### config.mk
export PLATFORM = sky130hd
export DESIGN_NAME = hockey_input_arbiter
export DESIGN_NICKNAME = d
export VERILOG_FILES = /design/src/rtl/hockey_input_arbiter.sv
export SDC_FILE = /design/constraint.sdc
export NUM_CORES = 1
export LEC_CHECK = 0
export ABC_AREA = 1
export CAP_MARGIN = 0
export CORE_AREA = 2 2 67 69
export CTS_CLUSTER_DIAMETER = 120
export DETAILED_ROUTE_END_ITERATION = 10
export DIE_AREA = 0 0 69 71
export GPL_ROUTABILITY_DRIVEN = 1
export PLACE_DENSITY_LB_ADDON = 0.12
export SYNTH_ARGS = -nofsm -noshare
export SYNTH_HDL_FRONTEND = slang
export SYNTH_SLANG_ARGS = --single-unit
export TNS_END_PERCENT = 20
### constraint.sdc
create_clock -name clk -period 1.4 [get_ports clk]
set_input_delay 0.14 -clock clk [delete_from_list [all_inputs] [get_ports clk]]
set_output_delay 0.14 -clock clk [all_outputs]
set_load 0.01 [all_outputs]
### src/rtl/hockey_input_arbiter.sv
// hockey_input_arbiter: front end for the air-hockey game FSM.
// Debounces both player buttons and turns each debounced press into a one-deep
// per-player request holding {y, dir}. The two requests are merged round-robin
// into one valid/consume event stream. A free-running tick enable paces the
// game timers.
//
// Optional feature: define HOCKEY_Y_CLAMP_EN to clamp y > 4 to 4 and accept
// the press; without it, a press with y > 4 is discarded and evt_drop pulses.
//
// Ports:
//   clk, rst            clock (rising edge), asynchronous active-high reset
//   btn_a_raw/btn_b_raw raw (already synchronised) buttons
//   y_in_a/y_in_b       paddle Y, sampled on press
//   dir_a/dir_b         direction, sampled on press
//   consume             game FSM accepts the current event
//   tick_restart        restart the tick counter
//   btn_a_lvl/btn_b_lvl debounced levels
//   evt_valid/evt_player/evt_y/evt_dir  current event (player 0 = A, 1 = B)
//   evt_drop            1-cycle pulse when a press was discarded
//   tick                1-cycle game tick pulse
module hockey_input_arbiter #(
    parameter int unsigned DEB_CYCLES = 4,
    parameter int unsigned TICK_DIV   = 8,
    parameter int unsigned CNT_W      = 4
) (
    input  logic       clk,
    input  logic       rst,
    input  logic       btn_a_raw,
    input  logic       btn_b_raw,
    input  logic [2:0] y_in_a,
    input  logic [2:0] y_in_b,
    input  logic [1:0] dir_a,
    input  logic [1:0] dir_b,
    input  logic       consume,
    input  logic       tick_restart,
    output logic       btn_a_lvl,
    output logic       btn_b_lvl,
    output logic       evt_valid,
    output logic       evt_player,
    output logic [2:0] evt_y,
    output logic [1:0] evt_dir,
    output logic       evt_drop,
    output logic       tick
);

    localparam int unsigned Y_W   = 3;
    localparam int unsigned DIR_W = 2;
    localparam logic [CNT_W-1:0] DEB_LAST  = CNT_W'(DEB_CYCLES - 1);
    localparam logic [CNT_W-1:0] TICK_LAST = CNT_W'(TICK_DIV - 1);
    localparam logic [Y_W-1:0]   Y_MAX     = Y_W'(4);

    // index 0 = player A, 1 = player B
    logic [1:0]       raw;
    logic [1:0]       lvl;
    logic [1:0]       lvl_prev;
    logic [CNT_W-1:0] deb_cnt [2];

    logic [1:0]       pend;
    logic [Y_W-1:0]   slot_y   [2];
    logic [DIR_W-1:0] slot_dir [2];
    logic             last_grant;

    logic [Y_W-1:0]   y_raw   [2];
    logic [DIR_W-1:0] dir_raw [2];
    logic [Y_W-1:0]   y_cap   [2];
    logic [1:0]       y_ok;
    logic [1:0]       press;
    logic [1:0]       store;
    logic [1:0]       drop;
    logic [1:0]       free;
    logic             load;
    logic             do_grant;
    logic             gnt;

    logic [CNT_W-1:0] tick_cnt;
    logic [CNT_W-1:0] tick_cnt_nxt;

    assign raw       = {btn_b_raw, btn_a_raw};
    assign btn_a_lvl = lvl[0];
    assign btn_b_lvl = lvl[1];

    // Debounce: lvl flips after DEB_CYCLES consecutive differing samples.
    always_ff @(posedge clk or posedge rst) begin
        if (rst) begin
            lvl      <= '0;
            lvl_prev <= '0;
            for (int i = 0; i < 2; i++) deb_cnt[i] <= '0;
        end else begin
            lvl_prev <= lvl;
            for (int i = 0; i < 2; i++) begin
                if (raw[i] != lvl[i]) begin
                    if (deb_cnt[i] == DEB_LAST) begin
                        lvl[i]     <= ~lvl[i];
                        deb_cnt[i] <= '0;
                    end else begin
                        deb_cnt[i] <= deb_cnt[i] + CNT_W'(1);
                    end
                end else begin
                    deb_cnt[i] <= '0;
                end
            end
        end
    end

    // Press detection, Y validation, round-robin grant and slot bookkeeping.
    always_comb begin
        y_raw[0]   = y_in_a;
        y_raw[1]   = y_in_b;
        dir_raw[0] = dir_a;
        dir_raw[1] = dir_b;
        press      = lvl & ~lvl_prev;
        free       = '0;
        store      = '0;
        drop       = '0;
        gnt        = 1'b0;
        for (int i = 0; i < 2; i++) begin
`ifdef HOCKEY_Y_CLAMP_EN
            y_ok[i]  = 1'b1;
            y_cap[i] = (y_raw[i] > Y_MAX) ? Y_MAX : y_raw[i];
`else
            y_ok[i]  = (y_raw[i] <= Y_MAX);
            y_cap[i] = y_raw[i];
`endif
        end
        load = ~evt_valid | consume;
        // Both pending: favour the player not granted last time.
        if (pend[0] && pend[1]) gnt = ~last_grant;
        else if (pend[1])       gnt = 1'b1;
        do_grant = load & (|pend);
        if (do_grant) free[gnt] = 1'b1;
        for (int i = 0; i < 2; i++) begin
            // A slot freed on this edge may take the new press.
            store[i] = press[i] & y_ok[i] & (~pend[i] | free[i]);
            drop[i]  = press[i] & ~store[i];
        end
    end

    // One-deep request slots.
    always_ff @(posedge clk or posedge rst) begin
        if (rst) begin
            pend <= '0;
            for (int i = 0; i < 2; i++) begin
                slot_y[i]   <= '0;
                slot_dir[i] <= '0;
            end
        end else begin
            for (int i = 0; i < 2; i++) begin
                if (store[i]) begin
                    pend[i]     <= 1'b1;
                    slot_y[i]   <= y_cap[i];
                    slot_dir[i] <= dir_raw[i];
                end else if (free[i]) begin
                    pend[i] <= 1'b0;
                end
            end
        end
    end

    // Event output register; fields hold while valid and not consumed.
    always_ff @(posedge clk or posedge rst) begin
        if (rst) begin
            evt_valid  <= 1'b0;
            evt_player <= 1'b0;
            evt_y      <= '0;
            evt_dir    <= '0;
            evt_drop   <= 1'b0;
            last_grant <= 1'b1;
        end else begin
            evt_drop <= |drop;
            if (load) begin
                if (do_grant) begin
                    evt_valid  <= 1'b1;
                    evt_player <= gnt;
                    evt_y      <= slot_y[gnt];
                    evt_dir    <= slot_dir[gnt];
                    last_grant <= gnt;
                end else begin
                    evt_valid <= 1'b0;
                end
            end
        end
    end

    // Tick counter; restart beats the wrap.
    always_comb begin
        tick_cnt_nxt = tick_cnt + CNT_W'(1);
        if (tick_restart)               tick_cnt_nxt = '0;
        else if (tick_cnt == TICK_LAST) tick_cnt_nxt = '0;
    end

    always_ff @(posedge clk or posedge rst) begin
        if (rst) begin
            tick_cnt <= '0;
            tick     <= 1'b0;
        end else begin
            tick_cnt <= tick_cnt_nxt;
            tick     <= (tick_cnt_nxt == TICK_LAST);
        end
    end

endmodule

Yosys cells after proc, flatten, opt, wreduce, memory -nomap -nowiden
Index checks and enable logic that the tools add are counted.
{ "classes": {"muxes": 22, "n_bitwise": 21, "reduce_logical": 9, "n_eq_ne": 6, "add_sub_neg": 3, "order_cmp": 5} }
{ "ops": {"columns": ["cell", "count"], "rows": [
  ["two-way mux 4 bit", 6],
  ["adder 4 x 1 -> 4 bit (second input constant)", 3],
  ["two-way mux 3 bit", 3],
  ["equality test 4 x 2 -> 1 bit (second input constant)", 2],
  ["equality test 4 x 3 -> 1 bit (second input constant)", 2],
  ["two-way mux 1 bit", 8],
  ["two-way mux 2 bit", 4],
  ["NOT 1 bit", 8],
  ["bitwise AND 1 bit", 7],
  ["less-or-equal comparator 3 bit (second input constant)", 2],
  ["AND reduction 2 bit", 3],
  ["nonzero test 2 bit", 2],
  ["OR reduction 2 bit", 2],
  ["OR 1 bit", 3],
  ["bitwise AND 2 bit", 1],
  [">= comparator 2 bit (second input constant)", 1],
  ["logical AND 1 bit", 2],
  ["less-than comparator 1 x 2 -> 1 bit (second input constant)", 1],
  ["inequality test 1 bit", 2],
  ["NOT 1 -> 2 bit", 1],
  ["NOT 2 bit", 1],
  ["demux 1 bit (select 1 bit)", 1],
  [">= comparator 1 bit (second input constant)", 1]
]} }
{ "word_totals": {"word_cells": 85, "in_bits": 16, "register_bits": 38, "out_inout_bits": 11} }

Longest topological paths before layout
{ "depth": {"depth_word": 12, "ltp_mapped": 7, "ltp_nobuf": 7} }

Worst setup path after synthesis
No wires, ideal clock.
{ "synth_path": {"path_type": "flip-flop to flip-flop", "start": "register lvl[0]", "end": "register slot_dir[2] in the netlist's numbering", "setup_slack_ps": 241, "required_ps": 1284, "n_path_buf": 0, "arrival_ps": 1042, "period_less_slack_ps": 1159, "setup_time_ps": 116, "path_stages_with_launch": 7, "path_cell_list": "dfrtp_1 inv_1 or2_4 nor2_8 nand2_4 nand2_1 nand2_1"} }
{ "synth_between": {"elab_chain_len": 3} }
{ "synth_lines": {"columns": ["element", "line", "rtl"], "rows": [
  ["from (decl)", "54", "logic [1:0] lvl;"],
  ["from (signal, indexed assignment)", "93", "lvl[i] <= ~lvl[i];"],
  ["bitwise AND 2 bit", "111", "press = lvl & ~lvl_prev;"],
  ["bitwise AND 1 bit (2 in series)", "133", "store[i] = press[i] & y_ok[i] & (~pend[i] | free[i]);"],
  ["to (signal, indexed assignment)", "151", "slot_dir[i] <= dir_raw[i];"],
  ["to (decl)", "60", "logic [DIR_W-1:0] slot_dir [2];"]
]} }
No other way between the ends.
A chain may end at the register's enable or synchronous reset.

Worst setup path after layout
{ "layout_path": {"start": "register evt_dir[0]", "end": "output port evt_dir[0]"} }
{ "layout_lines": {"columns": ["element", "line", "rtl"], "rows": [
  ["from (decl)", "41", "output logic [1:0] evt_dir,"],
  ["from (signal assigned)", "175", "evt_dir <= slot_dir[gnt];"]
]} }
No word-level cell between the ends.

==> impl_metrics.csv <==
group,metric,value,unit
run_status,run_status,"finished, final reports clean",
grt,grt_pass1_wl,4910,um
timing,hold_violations,0,
layout,antenna_cells,0,
clock_network,cts-root-buf,"clkbuf_8",
layout,drive_gt1_share,12.9,%
clock_network,cts_max_path_buffers,2,
routing,detail_route.wl_per_cell,10.8,um
power,p_switching,1.50,mW
synth,synth_top_area_share,56.9,%
power,vdd_drop_max,0.917,mV
power,power,4.16,mW
floorplan,fp-row-count,24,
grt,grt_antenna_before_repair,0,
worst_setup_path,required,1260,ps
worst_setup_path,path_max_fanout,2,
timing,setup_tns,0,ps
layout,nNetsFinal,228,
layout,utilization,49.8,%
timing,skew,7.58,ps
routing,route.met2.wl,1380,um
power,sw_frac_of_total,35.9,%
timing,layout_worst_path_cycle_share,94.7,%
clock_network,clock_tree.htree_level_count,2,
floorplan,initial_core_util,38.7,%
timing,rsz0062_at_grt,"false",
power,intPower,2.67,mW
routing,wl_met3,134,um
job,drv_cap,0,
place,dpl.hpwl,2180,um
layout,design_area,2090,um^2
routing,wl_met1,1270,um
timing,setup_slack,74.3,ps
layout,syn_to_final_growth,28.6,%
clock_network,cts_made_buffers,5,
synth,ys_seq_area_share,58.5,%
worst_setup_path,max_stage_delay,540,ps
worst_setup_path,start_kind,"flop",
grt,grt_usage,12.8,%
synth,synth.most_common_cell,"nand2_1",
synth,synth-async-reset-ratio,100,%
power,p_leak,1.07,nW
timing,period_minus_slack,1330,ps
worst_setup_path,cp_slowest_cell,"clkdlybuf4s50_1",
timing,worst_pin_slew,328,ps
synth,ys_warn_count,0,
timing,drv_slew,0,
routing,first_pass_iters,4,
routing,final_antenna_net_count,0,
synth,netlist_instances,172,
routing,routed_wirelength,2830,um
synth,synth_nets,191,
power,combinationalPowerShare,38.5,%
clock_network,clk_latency,290,ps
place,dp_slack,13.8,ps
clock_network,path_clk_slew,80,ps
worst_setup_path,cp_top_family,"buffers and inverters",
synth,synth_area_leaders,"dfrtp_1 (57%), nand2_1 (14%), nand3_1 (6.5%)",
place,placedInstanceArea,1980,um^2
grt,grt_overflow_total,0,
synth,ys_dominant_reg_cell,"dfrtp_1",
worst_setup_path,critPathKind,"reg -> out",
routing,drcViolationCount,0,
floorplan,num_io_pins,27,
grt,grt_pass1_vias,1139,
floorplan,die_area,4900,um^2
timing,setup_violations,0,
worst_setup_path,endpoint_kind,"primary output",
routing,highest_layer,"met4",
worst_setup_path,cp_num_buf_inv,1,
power,clkPwrFrac,18.4,%
floorplan,die_h,71,um
power,power_frac_seq,43.1,%
synth,synth-edff-count,0,
worst_setup_path,crit_chain,"clkdlybuf4s50_1",
layout,fillers,398,
synth,synth_seq_cells,38,
synth,syn_area,1630,um^2
timing,fmax,0.754,GHz
synth,synth_top_cells_by_count,"nand2_1 (60), dfrtp_1 (37), nand3_1 (21), nor2_1 (13), inv_1 (10)",
timing,slew-limit-headroom,78.2,%
synth,avgSynthCellArea,9.46,um^2
worst_setup_path,arrival,1190,ps
clock_network,cts_tree,"done",
power,p_per_area,1990,nW/um^2
place,place.gp.congestion,0.757,
routing,vias,1198,
floorplan,core,4200,um^2
place,numPortBuffers,26,
synth,yosysTopAreaCell,"dfrtp_1",
grt,grt_max_degree,39,
hold_path,hold_class,"in -> async",
clock_network,clock_sinks,38,
synth,yosysUniqueCellTypes,23,
routing,vias_per_cell,4.57,
floorplan,dieWidth,69,um
clock_network,ctsHoldBuffers,0,
routing,drt_iter0_drc,40,
[worst register-to-register path, delay by kind of cell, from the launching register on]
| kind | cells | cell delay [ps] |
|---|---|---|
| flops | 1 | 540 |
| simple gates | 7 | 570 |
[power by group through the flow]
stage	Clock (mW)	Sequential [mW]	Combinational (mW)
2_1_floorplan	0	1.84	0.954
3_3_place_gp	0	1.83	1.54
3_5_place_dp	0	1.83	1.57
4_1_cts	0.794	1.80	1.61
5_1_grt	0.849	1.85	1.82
6_report	0.766	1.80	1.60
[final timing paths]
kind | cells after the start | slack (ps) | end | startpoint
worst min-delay path | 3 | 200 | lvl_prev[1]$_DFF_PP0_ | rst
worst max register to register | 7 | 180 | slot_y[4]$_DFFE_PP0P_ | last_grant$_DFFE_PP1P_
min in group clk | 3 | 400 | slot_dir[3]$_DFFE_PP0P_ | dir_a[1]
worst min register to register | 0 | 430 | lvl_prev[0]$_DFF_PP0_ | lvl[0]$_DFFE_PP0P_
max in group asynchronous | 3 | 940 | last_grant$_DFFE_PP1P_ | rst
worst max-delay path | 1 | 70 | evt_dir[0] | evt_dir[0]$_DFFE_PP0P_
[metrics by stage]
step	hold WS, ps	std cells
floorplan	216	172
global placement	425	252
detailed placement	424	252
CTS	202	261
global route	227	262
finish	195	262
[placed cells by master (no fill, tap or decap)]
cell / n
nor2_1: 13
nand3b_1: 1
clkinv_2: 1
clkinv_1: 1
nand2_4: 3
dfstp_2: 1
nand3_1: 21
buf_4: 3
o21a_4: 1
xnor2_1: 2
nand2_2: 1
o21ai_1: 1
or2_1: 1
a21oi_1: 1
inv_1: 10
clkdlybuf4s50_1: 25
or2_4: 1
buf_12: 1
dlymetal6s2s_1: 1
a21oi_2: 1
xor2_1: 4
clkinvlp_4: 1
dfrtp_1: 37
nand2_1: 60
nand3_2: 2
ha_1: 3
nor2_8: 1
and2_1: 2
clkbuf_8: 6
inv_2: 4
[state kept, by name (all words and copies together) (netlist names)]
name        flops
evt_drop        1
deb_cnt         8
evt_valid       1
evt_dir         2
last_grant      1
slot_dir        4
evt_player      1
lvl             2
slot_y          6
lvl_prev        2
evt_y           3
tick            1
pend            2
tick_cnt        4
[logic make-up (layout without fill, tap and decap cells)]
group	Yosys count	after routing	synth area share, %
and+or+nand+nor	106	106	30.4
adders and majority gates	3	3	2.31
buffers and inverters	15	53	3.46
DFF	38	38	58.5
AOI/OAI and AO/OA	4	4	2.08
xor gates and xnor gates	6	6	3.23
[metal layers]
layer / GRT usage [%] / vias up
li1: - / 616
met2: 21.5 / 17
met4: 6.54 / 0
met5: 0 / -
met3: 3.85 / 5
met1: 15.0 / 560
[layout make-up]
cell class,instances,area [um^2],share of cell area (%)
inverter,15,56.3,2.69
multi-input combinational,119,618,29.5
tap,52,65.1,3.11
timing repair buffer,30,305,14.6
sequential,38,952,45.5
clock inverter,2,12.5,0.598
clock buffer,6,82.6,3.95
[repair_timing]
item | 4_1_cts | 5_1_grt
endpoints found under the hold margin | 0 | 0
buffers inserted | 1 | 1
gates resized for setup | 0 | 1
setup endpoints to repair | 1 | 1
No activity file was read; power rests on OpenSTA's default activity.
